<file path="config.mk">
export PLATFORM = sky130hd
export DESIGN_NAME = integrate_dump
export DESIGN_NICKNAME = d
export VERILOG_FILES = /design/src/rtl/sonar_pkg.sv /design/src/rtl/integrate_dump.sv
export SDC_FILE = /design/constraint.sdc
export NUM_CORES = 1
export LEC_CHECK = 0
export ABC_CLOCK_PERIOD_IN_PS = 3250
export CAP_MARGIN = 20
export CORE_ASPECT_RATIO = 1.5
export CORE_UTILIZATION = 40
export CTS_BUF_LIST = sky130_fd_sc_hd__clkbuf_8
export DETAILED_ROUTE_END_ITERATION = 8
export SLEW_MARGIN = 20
export SYNTH_ARGS = -nofsm -noshare
export SYNTH_HDL_FRONTEND = slang
export SYNTH_SLANG_ARGS = --single-unit
</file>
<file path="constraint.sdc">
create_clock -name clk -period 3.25 [get_ports clk]
set_input_delay 0.975 -clock clk [delete_from_list [all_inputs] [get_ports clk]]
set_output_delay 0.975 -clock clk [all_outputs]
set_load 0.01 [all_outputs]
</file>
<file path="src/rtl/sonar_pkg.sv">
// sonar_pkg: shared receive-path constants and a rounded arithmetic right-shift helper.
package sonar_pkg;
  localparam int SAMPLE_W = 16;
  // Arithmetic right shift by sh with round-half-toward-+inf; a shift of 0 passes s through.
  function automatic logic signed [63:0] round_shift(input logic signed [63:0] s, input int unsigned sh);
    return sh == 0 ? s : (s + (64'sd1 <<< (sh - 1))) >>> sh;
  endfunction
endpackage

</file>
<file path="src/rtl/integrate_dump.sv">
// integrate_dump: sums 2^LOG2_DEC signed samples and emits the rounded block average.
// Ports: clk, rst (async, active high), clr (sync window restart), in_valid/in_data (sample in),
//        out_valid/out_data (one-cycle strobe with held average), phase (samples in current window).
module integrate_dump
  import sonar_pkg::*;
#(
  parameter int W = SAMPLE_W,
  parameter int LOG2_DEC = 3
) (
  input  logic                                       clk,
  input  logic                                       rst,
  input  logic                                       clr,
  input  logic                                       in_valid,
  input  logic signed [W-1:0]                        in_data,
  output logic                                       out_valid,
  output logic signed [W-1:0]                        out_data,
  output logic [((LOG2_DEC > 0) ? LOG2_DEC : 1)-1:0] phase
);
  localparam int AW = W + LOG2_DEC;
  localparam int PW = (LOG2_DEC > 0) ? LOG2_DEC : 1;
  localparam logic [PW-1:0] LAST = PW'((1 << LOG2_DEC) - 1);
  logic signed [AW-1:0] acc;
  logic signed [AW-1:0] sum;
  logic signed [W-1:0] avg;
  // AW bits hold DEC full-scale samples, so the running sum never wraps.
  assign sum = acc + AW'(in_data);
  assign avg = W'(round_shift(64'(sum), LOG2_DEC));
  always_ff @(posedge clk or posedge rst) begin
    if (rst) begin
      acc       <= '0;
      phase     <= '0;
      out_valid <= 1'b0;
      out_data  <= '0;
    end else if (clr) begin
      acc       <= '0;
      phase     <= '0;
      out_valid <= 1'b0;
    end else if (in_valid && phase == LAST) begin
      acc       <= '0;
      phase     <= '0;
      out_valid <= 1'b1;
      out_data  <= avg;
    end else if (in_valid) begin
      acc       <= sum;
      phase     <= phase + 1'b1;
      out_valid <= 1'b0;
    end else begin
      out_valid <= 1'b0;
    end
  end
endmodule
</file>
== After elaboration in Yosys (flattened, before gate mapping) ==
Index checks and enable logic that the tools add are counted.

* Register bits: 39

* $add $sub $neg: 3
* Multiplexer cells: 8
* Reductions and logical operators: 3
* Eq/ne operators: 1
* Bitwise operators: 1

{| class="wikitable"
|+ Operator list
! cell !! count
|-
| 2-to-1 mux 19 bit || 3
|-
| adder 19 x 16 -> 19 bit || 1
|-
| adder 19 x 4 -> 19 bit (second input constant) || 1
|-
| 2-to-1 mux 3 bit || 3
|-
| adder 3 x 1 -> 3 bit (second input constant) || 1
|-
| == test 3 bit (second input constant) || 1
|-
| nonzero test 3 bit || 1
|-
| 2-to-1 mux 1 bit || 2
|-
| AND reduction 2 bit || 1
|-
| logical AND 1 bit || 1
|-
| NOT 1 bit || 1
|}

== Logic depth before layout (Yosys ltp) ==
Gate-level depths: netlist of run 1.

* Depth in word-level cells: 4
* Gate-level depth with buffers: 11
* Mapped depth without buffers: 10

== Least setup slack after synthesis of run 1 ==
No wires, ideal clock.

* Path kind: in2reg
* Start point: in in_data[0]
* End point: reg out_data[13]
* Arrival: 3.537 ns
* Library setup time: 0.082 ns
* Data required time: 3.168 ns
* Path slack: -0.369 ns
* Stages on the path: 10
* Path through: ha_1 -> fa_1 -> a21o_1 -> a221oi_2 -> o21ai_2 -> xor2_2 -> o2111a_2 -> nand2_1 -> or4_1 -> a31oi_1

* Word-level cells in the longest chain between the ends: 2

{| class="wikitable"
|+ RTL lines
! item !! RTL line !! text
|-
| start: declaration || integrate_dump.sv:14 || <nowiki>input logic signed [W-1:0] in_data,</nowiki>
|-
| adder 19 x 16 -> 19 bit || integrate_dump.sv:26 || <nowiki>assign sum = acc + AW'(in_data);</nowiki>
|-
| adder 19 x 4 -> 19 bit || sonar_pkg.sv:6 || <nowiki>return sh == 0 ? s : (s + (64'sd1 <<< (sh - 1))) >>> sh;</nowiki>
|-
| end signal: assignment || integrate_dump.sv:42 || <nowiki>out_data <= avg;</nowiki>
|-
| end: declaration || integrate_dump.sv:16 || <nowiki>output logic signed [W-1:0] out_data,</nowiki>
|}

Every way passes these cells.
A chain may end at the register's enable or synchronous reset.

== Final worst setup path of run 1 ==
* Start point: in in_data[0]
* End point: reg out_data[15]

Same word-level chain as after synthesis.

==> impl_metrics.yaml, run 1 <==
drt:
  ant_nets: 0
  wl_per_cell_um: 16.4
  wirelength_um: 8300
  drt_iter0_markers: 120
  avgViaCountPerCell: 5.52
  dr.pass1.iters: 4
  vias: 2791
  drc_errors: 0
pwr:
  switching_power_mw: 0.805
  seq_power_share: 0.254
  sw_frac_of_total: 0.369
  power.leakage_nw: 2.05
  ir_drop_v: 0.000394
  internal_power_mw: 1.38
  pwr-share-comb: 0.550
  clkPwrFrac: 0.196
  cellPowerDensity_mw_per_mm2: 487
place:
  port_buffers: 39
  place_area_mm2: 0.00388
  dp_hpwl_um: 6080
  gp_congestion: 0.922
global_route:
  antenna_found_initial: 0
  grt_pass1_vias: 2908
  grt_pass1_wl_um: 13300
  grt_use_total: 0.231
  overflow: 0
  grt_max_degree: 40
cts:
  cts_tree: "done"
  htreeDepth: 2
  cts.clk_slew.worst_paths_ns: 0.09
  cts_root_buffer: "clkbuf_8"
  clk_latency_ns: 0.30
  cts_hold_buf: 0
  cts-buffers-inserted: 5
  clockBufferDepth: 2
  clock_sinks: 39
cells_and_area:
  drive_above_1_share: 0.388
  fin_util: 0.659
  fin_nets: 469
  areaGrowthSynthToFinish_pct: 59.9
  diodes: 0
  final_area_mm2: 0.00448
floorplan:
  initial_core_util: 0.412
  die_x_um: 70.3
  die_y_um: 105
  core-area_mm2: 0.00681
  rows: 37
  die_area_mm2: 0.00735
  num_io_pins: 40
sta:
  fin_worst_skew_ns: 0.0154
  report.final.slew_viol_count: 0
  period_needed_ns: 3.26
  setup_slack_ns: -0.0118
  tightestPinTransition_ns: 0.516
  rsz0062_at_grt: "yes"
  period_share: 1.00
  setup_tns_ns: -0.0118
  final_hold_viol_count: 0
  relSlewSlack: 0.656
  setup_viol: 1
  clock.fmax_mhz: 307
setup_path:
  arrival_ns: 3.48
  endpoint: "out_data[15]"
  crit_start: "in_data[0]"
  r2r-start: "acc[0]"
  cp_slowest_cell: "fa_2"
  path_cells: "buf_6, ha_4, fa_2, a21o_1, buf_6, a221oi_4, o21ai_4, a41oi_2, xnor2_2, nand4_1, o31a_1, o31ai_1"
  critPathLaunchType: "primary input"
  rr_endpoint: "out_data[15]"
  cp.required_ns: 3.46
  cp_max_fo: 4
  reg2reg_slack_ns: 0.30
  cp-end-kind: "flip-flop"
  worstRegToRegCells: 11
  cpPeakStageDelay_ns: 0.34
  timing.setup.critical_path_class: "in -> reg"
  cp_common_cell: "buf_6"
synth:
  synth_warnings: 0
  yosys_register_bits: 39
  syn_inst: 295
  ys_types: 64
  syn_nets: 337
  syn_area_mm2: 0.00280
  synth_edf_count: 0
  postSynthAreaPerCell_um2: 9.50
  yosys_most_used_dff: "dfrtp_1"
  ys_seq_area_frac: 0.348
  async_reset_ff_frac: 1.00
run:
  max-cap-violations: 0
worst_hold_path:
  hold_path.class: "reg -> reg"
status:
  status: "finished, violations left"
  violations: "negative setup slack"
cells by family after synthesis:
group                    Yosys count  synth area share
AND/OR/NAND/NOR                   87             0.161
adder cells (fa/ha/maj)           22             0.101
flip-flops                        39             0.348
multiplexers                       1           0.00357
AO/OA/AOI/OAI                    104             0.280
buffers and inverters             18            0.0286
XOR/XNOR                          24            0.0777
through the flow:
stage                     setup WS [ns]  power, mW  std cells  hold WS, ns
final                           -0.0118       2.18        506        0.491
after global routing             -0.125       2.30        506        0.524
after global placement           -0.742       1.52        482        0.466
after floorplan                  -0.166       1.10        295        0.454
after CTS                       0.00518       2.12        504        0.497
after detailed placement         -0.780       1.53        482        0.474
cell usage after synthesis, types with 2 or more instances:
cell type / count / area (um2)
nor3b_1: 3 / 22.5
o21ai_0: 26 / 130
a221oi_2: 2 / 30.0
or3_1: 3 / 18.8
a22o_1: 15 / 131
xor2_1: 6 / 52.6
nand4_1: 4 / 25.0
a211oi_1: 6 / 45.0
dfrtp_1: 39 / 976
a211o_1: 2 / 17.5
inv_1: 9 / 33.8
nor2_1: 10 / 37.5
nand2_2: 2 / 12.5
nor2_2: 2 / 12.5
and2_1: 4 / 25.0
and3_1: 3 / 18.8
nor3_1: 5 / 25.0
clkbuf_1: 5 / 18.8
nor2b_1: 2 / 12.5
xnor2_1: 17 / 149
o31ai_1: 2 / 15.0
a21o_1: 10 / 75.1
nand2_1: 32 / 120
o211a_1: 2 / 20.0
ha_1: 21 / 263
a21oi_1: 10 / 50.1
and4_1: 3 / 26.3
o211ai_1: 3 / 22.5
o211ai_2: 2 / 25.0
o21ai_2: 3 / 26.3
nand3_1: 4 / 20.0
o21ai_1: 2 / 10.0
a31oi_1: 5 / 31.3
power groups by stage:
stage	Combinational (mW)	Sequential, mW	Clock, mW
5_1_grt	1.30	0.559	0.450
3_3_place_gp	0.963	0.554	0
2_1_floorplan	0.545	0.550	0
4_1_cts	1.13	0.554	0.435
3_5_place_dp	0.975	0.555	0
6_report	1.20	0.555	0.427
worst max-delay path, delay by kind of cell:
kind	cells	cell delay, ns
XOR/XNOR	1	0.18
AND/OR/NAND/NOR	1	0.20
buffers and inverters	2	0.21
AO/OA/AOI/OAI	6	1.40
adder cells (fa/ha/maj)	2	0.49
worst min-delay path by stage:
stage	start	endpoint	slack, ns	depth (start not counted)
after floorplan	acc[11]	acc[11]	0.45	2
after global placement	out_data[8]	out_data[8]	0.47	2
after detailed placement	out_data[11]	out_data[11]	0.47	2
after CTS	out_data[11]	out_data[11]	0.50	2
after global routing	acc[17]	acc[17]	0.52	2
final	out_data[11]	out_data[11]	0.49	2
cell usage in the layout, fill, tap and decap left out, types with 10 or more instances in the layout:
master            n
dlygate4sd2_1    10
dfrtp_1          39
xnor2_1          15
buf_4            90
a22o_1           15
ha_4             11
nand2_1          31
o21ai_0          23
ha_1             10
clkdlybuf4s50_1  26
registers in the layout, indices dropped and copies added, names as in the netlist:
| signal | flops |
|---|---|
| out_data | 16 |
| out_valid | 1 |
| phase | 3 |
| acc | 19 |
final cells by class:
cell class | instances | area (um2)
fill | 562 | 2320
clock buffer | 5 | 68.8
tap | 78 | 97.6
timing repair buffer | 133 | 1100
clock inverter | 3 | 46.3
sequential | 39 | 976
inverter | 10 | 37.5
multi-input combinational | 238 | 2160
repair_timing:
item,4_1_cts,5_1_grt
pin swaps,32,10
resized for setup,63,16
buffers inserted,14,2
setup endpoints to repair,14,7
per-layer routing:
metal / GRT usage / wire length [um]
met1: 0.240 / 3050
met4: 0.116 / 386
met5: 0 / 0
met2: 0.437 / 4710
met3: 0.0320 / 155
Note: power is estimated with default switching activity, not from simulation.
==> inputs of run 2 (changes only) <==
- CTS_CLUSTER_SIZE: default -> 16
- DONT_BUFFER_PORTS: default -> 1
==> run 2 against run 1 <==
Effect of this change:
- sequential cell count unchanged
- register-to-register slack got worse by 0.03 ns
- utilization shrank 14 points
- the flow now finishes without violations
- non-clock buffer count decreased by 70
- die area is the same
- clock power rose by 12%
- fmax up 1.5%
==> impl_metrics.yaml, run 2 (synthesis results as in run 1) <==
global_route:
  grt_use_total: 0.214
  grt_max_degree: 40
  antenna_found_initial: 0
  grt_pass1_wl_um: 12100
  overflow: 0
  grt_pass1_vias: 2557
floorplan:
  die_y_um: 105
  rows: 37
  die_x_um: 70.3
  die_area_mm2: 0.00735
  core-area_mm2: 0.00681
  num_io_pins: 40
  initial_core_util: 0.412
cts:
  clk_latency_ns: 0.30
  htreeDepth: 2
  cts.clk_slew.worst_paths_ns: 0.08
  clock_sinks: 39
  cts-buffers-inserted: 5
  cts_tree: "done"
  clockBufferDepth: 2
  cts_root_buffer: "clkbuf_8"
setup_path:
  critPathLaunchType: "primary input"
  timing.setup.critical_path_class: "in -> reg"
  cp.required_ns: 3.48
  cp-end-kind: "flip-flop"
  arrival_ns: 3.45
  cp_max_fo: 3
  worstRegToRegCells: 11
pwr:
  internal_power_mw: 1.26
  clkPwrFrac: 0.248
  pwr-share-comb: 0.469
  ir_drop_v: 0.000311
  report.power.total_mw: 1.93
  sw_frac_of_total: 0.346
  power.leakage_nw: 1.69
  seq_power_share: 0.283
  switching_power_mw: 0.670
  cellPowerDensity_mw_per_mm2: 546
status:
  status: "finished, final reports clean"
run:
  max-cap-violations: 0
place:
  placedCellCount: 422
  dp_hpwl_um: 5910
  port_buffers: 0
  gp_congestion: 0.912
sta:
  relSlewSlack: 0.620
  clock.fmax_mhz: 311
  tightestPinTransition_ns: 0.564
  final_hold_viol_count: 0
  hold_slack_ns: 0.498
  setup_viol: 0
  period_share: 0.988
  rsz0062_at_grt: "yes"
  fin_worst_skew_ns: 0.00927
  report.final.slew_viol_count: 0
  period_needed_ns: 3.21
drt:
  ant_nets: 0
  wirelength_um: 7360
  dr.pass1.iters: 4
  drc_errors: 0
  avgViaCountPerCell: 5.64
  wl_per_cell_um: 16.9
  vias: 2461
  drt_iter0_markers: 103
cells_and_area:
  top_register: "acc"
  largest_reg_flops: 19
  fin_nets: 399
  diodes: 0
  top_regs: "acc x19, out_data x16, phase x3"
  final_common_cell: "buf_4"
  areaGrowthSynthToFinish_pct: 26.2
  final_cells: 436
  drive_above_1_share: 0.285
  final_cell_mix: "buf_4 (62), dfrtp_1 (39), nand2_1 (31)"
worst_hold_path:
  hold_depth: 2
  hold_path.class: "reg -> reg"
==> run 2: cell types whose count changed in the layout (fill, tap and decap cells not counted), moves of 6 or more <==
cell / delta
ha_1: +10
ha_4: -10
clkdlybuf4s50_1: -26
dlygate4sd2_1: -10
a21oi_1: +6
buf_4: -28
==> run 2: power groups by stage <==
stage	clock (mW)	combinational, mW	sequential [mW]
4_1_cts	0.496	0.894	0.547
5_1_grt	0.513	0.993	0.552
6_report	0.479	0.907	0.547
3_3_place_gp	0	0.870	0.555
3_5_place_dp	0	0.881	0.556
2_1_floorplan	0	0.545	0.550
==> run 2: worst paths after layout <==
kind | to | slack (ns) | start
hold / removal | acc[11] | 0.50 | acc[11]
hold reg to reg | acc[11] | 0.50 | acc[11]
setup / recovery | out_data[13] | 0.04 | in_data[0]
max in group asynchronous | acc[10] | 2.20 | rst
setup reg to reg | out_data[13] | 0.27 | acc[0]
min in group asynchronous | acc[9] | 0.68 | rst
==> run 2: what timing repair did <==
item                       4_1_cts  5_1_grt
pin swaps                        5       13
buffers inserted                 3        4
resized for setup                0        6
setup endpoints to repair        2        4
hold buffers                     0        0
==> run 2: through the flow <==
stage                util  cell area [um2]  setup TNS, ns  worst slack, ns
floorplan               -             2850         -0.356           -0.166
finish              0.520             3540              0           0.0376
CTS                 0.513             3490              0           0.0127
global route        0.520             3540        -0.0632          -0.0540
global placement    0.490             3330         -0.974           -0.262
detailed placement  0.490             3330          -1.51           -0.355
==> run 2: cell type report <==
type	count	area, um2
clock buffers	5	68.8
clock inverters	3	63.8
fillers	628	3270
inverters	10	37.5
multi-input cells	238	1820
flip-flops and latches	39	976
well taps	78	97.6
repair buffers	63	477
==> run 2: metal layers <==
layer,up-vias,track usage,wire (um)
met5,-,0,0
met4,0,0.131,331
met3,19,0.0359,184
met2,42,0.407,4150
met1,1164,0.205,2700
li1,1236,-,-
==> run 2: critical path: stages <==
cell,delay (ns)
ha_4,0.14
fa_2,0.34
a21o_1,0.24
a21o_1,0.21
o21ai_2,0.16
o211ai_1,0.18
a2111oi_4,0.38
buf_4,0.19
nand2_2,0.05
or4_1,0.41
a31oi_1,0.17
==> inputs of run 3 (changes only) <==
- CAP_MARGIN: 20 -> 15
- CORE_MARGIN: default -> 1.5
==> run 3 against run 2 <==
Effect of this change:
- power fell by 5.7%
- hold slack got worse by 0.0062 ns
- clock power fell by 20%
- critical path depth fell by 1
- count of clock-buffer cells in the layout rose by 2
- die area rose by 2.4%
- critical path type unchanged
- critical endpoint is now out_data[14]
==> impl_metrics.yaml, run 3 (synthesis results as in run 1) <==
status:
  status: "finished, final reports clean"
floorplan:
  initial_core_util: 0.412
  die_x_um: 71.3
  die_area_mm2: 0.00753
  die_y_um: 106
  num_io_pins: 40
  core-area_mm2: 0.00681
  rows: 37
pwr:
  sw_frac_of_total: 0.372
  pwr-share-comb: 0.488
  ir_drop_v: 0.000234
  cellPowerDensity_mw_per_mm2: 525
  clkPwrFrac: 0.211
  power.leakage_nw: 1.65
  seq_power_share: 0.300
  switching_power_mw: 0.678
  internal_power_mw: 1.14
place:
  dp_hpwl_um: 5920
  dp_slack_ns: -0.292
  place_area_mm2: 0.00334
  gp_congestion: 0.901
  port_buffers: 0
cells_and_area:
  fin_util: 0.510
  fin_nets: 397
  fillers: 640
  largest_reg_flops: 19
  final_common_cell: "buf_4"
  final_area_mm2: 0.00347
  areaGrowthSynthToFinish_pct: 23.9
  final_cell_mix: "buf_4 (61), dfrtp_1 (39), nand2_1 (31)"
  drive_above_1_share: 0.278
  multi_input_area_mm2: 0.00180
  diodes: 0
  top_register: "acc"
  top_regs: "acc x19, out_data x16, phase x3"
  regArea_um2: 976
setup_path:
  arrival_ns: 3.43
  path_cells: "ha_4, fa_2, a21o_1, a21o_1, o21ai_2, o211ai_1, a2111oi_4, nand4_1, or3_1, a31oi_1"
  crit_buf_inv: 0
  cpPeakStageDelay_ns: 0.45
  crit_cells: 10
  r2r-start: "acc[0]"
  cp_slowest_cell: "a2111oi_4"
  timing.setup.critical_path_class: "in -> reg"
  worstRegToRegCells: 10
  cp_top_family: "compound AO/OA/AOI/OAI gates"
  cp.required_ns: 3.48
  cp-end-kind: "flip-flop"
  rr_endpoint: "out_data[14]"
  cp_common_cell: "a21o_1"
  critPathLaunchType: "primary input"
  crit_start: "in_data[0]"
  reg2reg_slack_ns: 0.27
  cp_max_fo: 4
sta:
  period_share: 0.985
  report.final.slew_viol_count: 0
  period_needed_ns: 3.20
  final_hold_viol_count: 0
  rsz0062_at_grt: "yes"
  setup_slack_ns: 0.0501
  setup_tns_ns: 0
  clock.fmax_mhz: 313
  setup_viol: 0
  fin_worst_skew_ns: 0.00825
  relSlewSlack: 0.529
  tightestPinTransition_ns: 0.697
global_route:
  grt_pass1_vias: 2458
  antenna_found_initial: 0
  grt_pass1_wl_um: 12000
  grt_max_degree: 40
  overflow: 0
  grt_use_total: 0.205
cts:
  cts.clk_slew.worst_paths_ns: 0.08
  cts_tree: "done"
  cts_hold_buf: 0
  clock_sinks: 39
  clk_latency_ns: 0.31
  clockBufferDepth: 2
  cts_root_buffer: "clkbuf_8"
  htreeDepth: 2
  cts-buffers-inserted: 5
worst_hold_path:
  hp-start: "acc[15]"
  hold_depth: 2
  hold_end: "acc[15]"
  hold_path.class: "reg -> reg"
drt:
  avgViaCountPerCell: 5.77
  wirelength_um: 7370
  ant_nets: 0
  drt_iter0_markers: 118
  vias: 2506
  wl_per_cell_um: 17.0
  drc_errors: 0
  dr.pass1.iters: 4
run:
  max-cap-violations: 0
[run 3: cell count changes in the layout (fill, tap and decap cells not counted), sizes merged]
cell / previous run / this run
buf: 63 / 61
bufinv: 2 / 0
clkbuf: 5 / 7
clkinvlp: 0 / 1
inv: 11 / 10
[run 3: power by group through the flow]
stage / logic, mW / clock network, mW / registers [mW]
detailed placement: 0.883 / 0 / 0.557
finish: 0.890 / 0.385 / 0.547
CTS: 0.887 / 0.393 / 0.548
floorplan: 0.545 / 0 / 0.550
global placement: 0.872 / 0 / 0.555
global route: 0.973 / 0.412 / 0.553
[run 3: how the worst max path moves through the flow]
| stage | endpoint | slack (ns) |
|---|---|---|
| 5_1_grt | out_data[14] | -0.1 |
| 2_1_floorplan | out_data[13] | -0.17 |
| 6_report | out_data[14] | 0.05 |
| 4_1_cts | out_data[14] | 0.02 |
| 3_3_place_gp | out_data[13] | -0.26 |
| 3_5_place_dp | out_data[13] | -0.29 |
[run 3: per-stage QoR]
step | power (mW) | hold slack, ns | cells
2_1_floorplan | 1.10 | 0.454 | 295
3_3_place_gp | 1.43 | 0.468 | 423
3_5_place_dp | 1.44 | 0.480 | 423
4_1_cts | 1.83 | 0.500 | 431
5_1_grt | 1.94 | 0.539 | 434
6_report | 1.82 | 0.492 | 434
[run 3: final cells by class]
class,instances,area share
sequential,39,0.281
clock buffer,7,0.0277
tap,78,0.0281
inverter,10,0.0108
clock inverter,1,0.00216
timing repair buffer,61,0.132
multi-input combinational,238,0.518
[run 3: layer usage]
layer | GRT usage | vias to the layer above | wire [um]
met5 | 0 | - | 0
met4 | 0.119 | 0 | 312
met3 | 0.0382 | 17 | 190
met2 | 0.377 | 43 | 4150
met1 | 0.208 | 1214 | 2720
li1 | - | 1232 | -
[run 3: repair_timing]
action | in CTS | in global routing
resized for setup | 0 | 1
setup endpoints to repair | 0 | 3
buffers inserted | 0 | 3
endpoints found under the hold margin | 0 | 0
[run 3: tightest hold or removal path, stage by stage, from the launching register on]
cell and delay [ns]:
dfrtp_1 0.36, nand2_1 0.05, o21ai_0 0.06
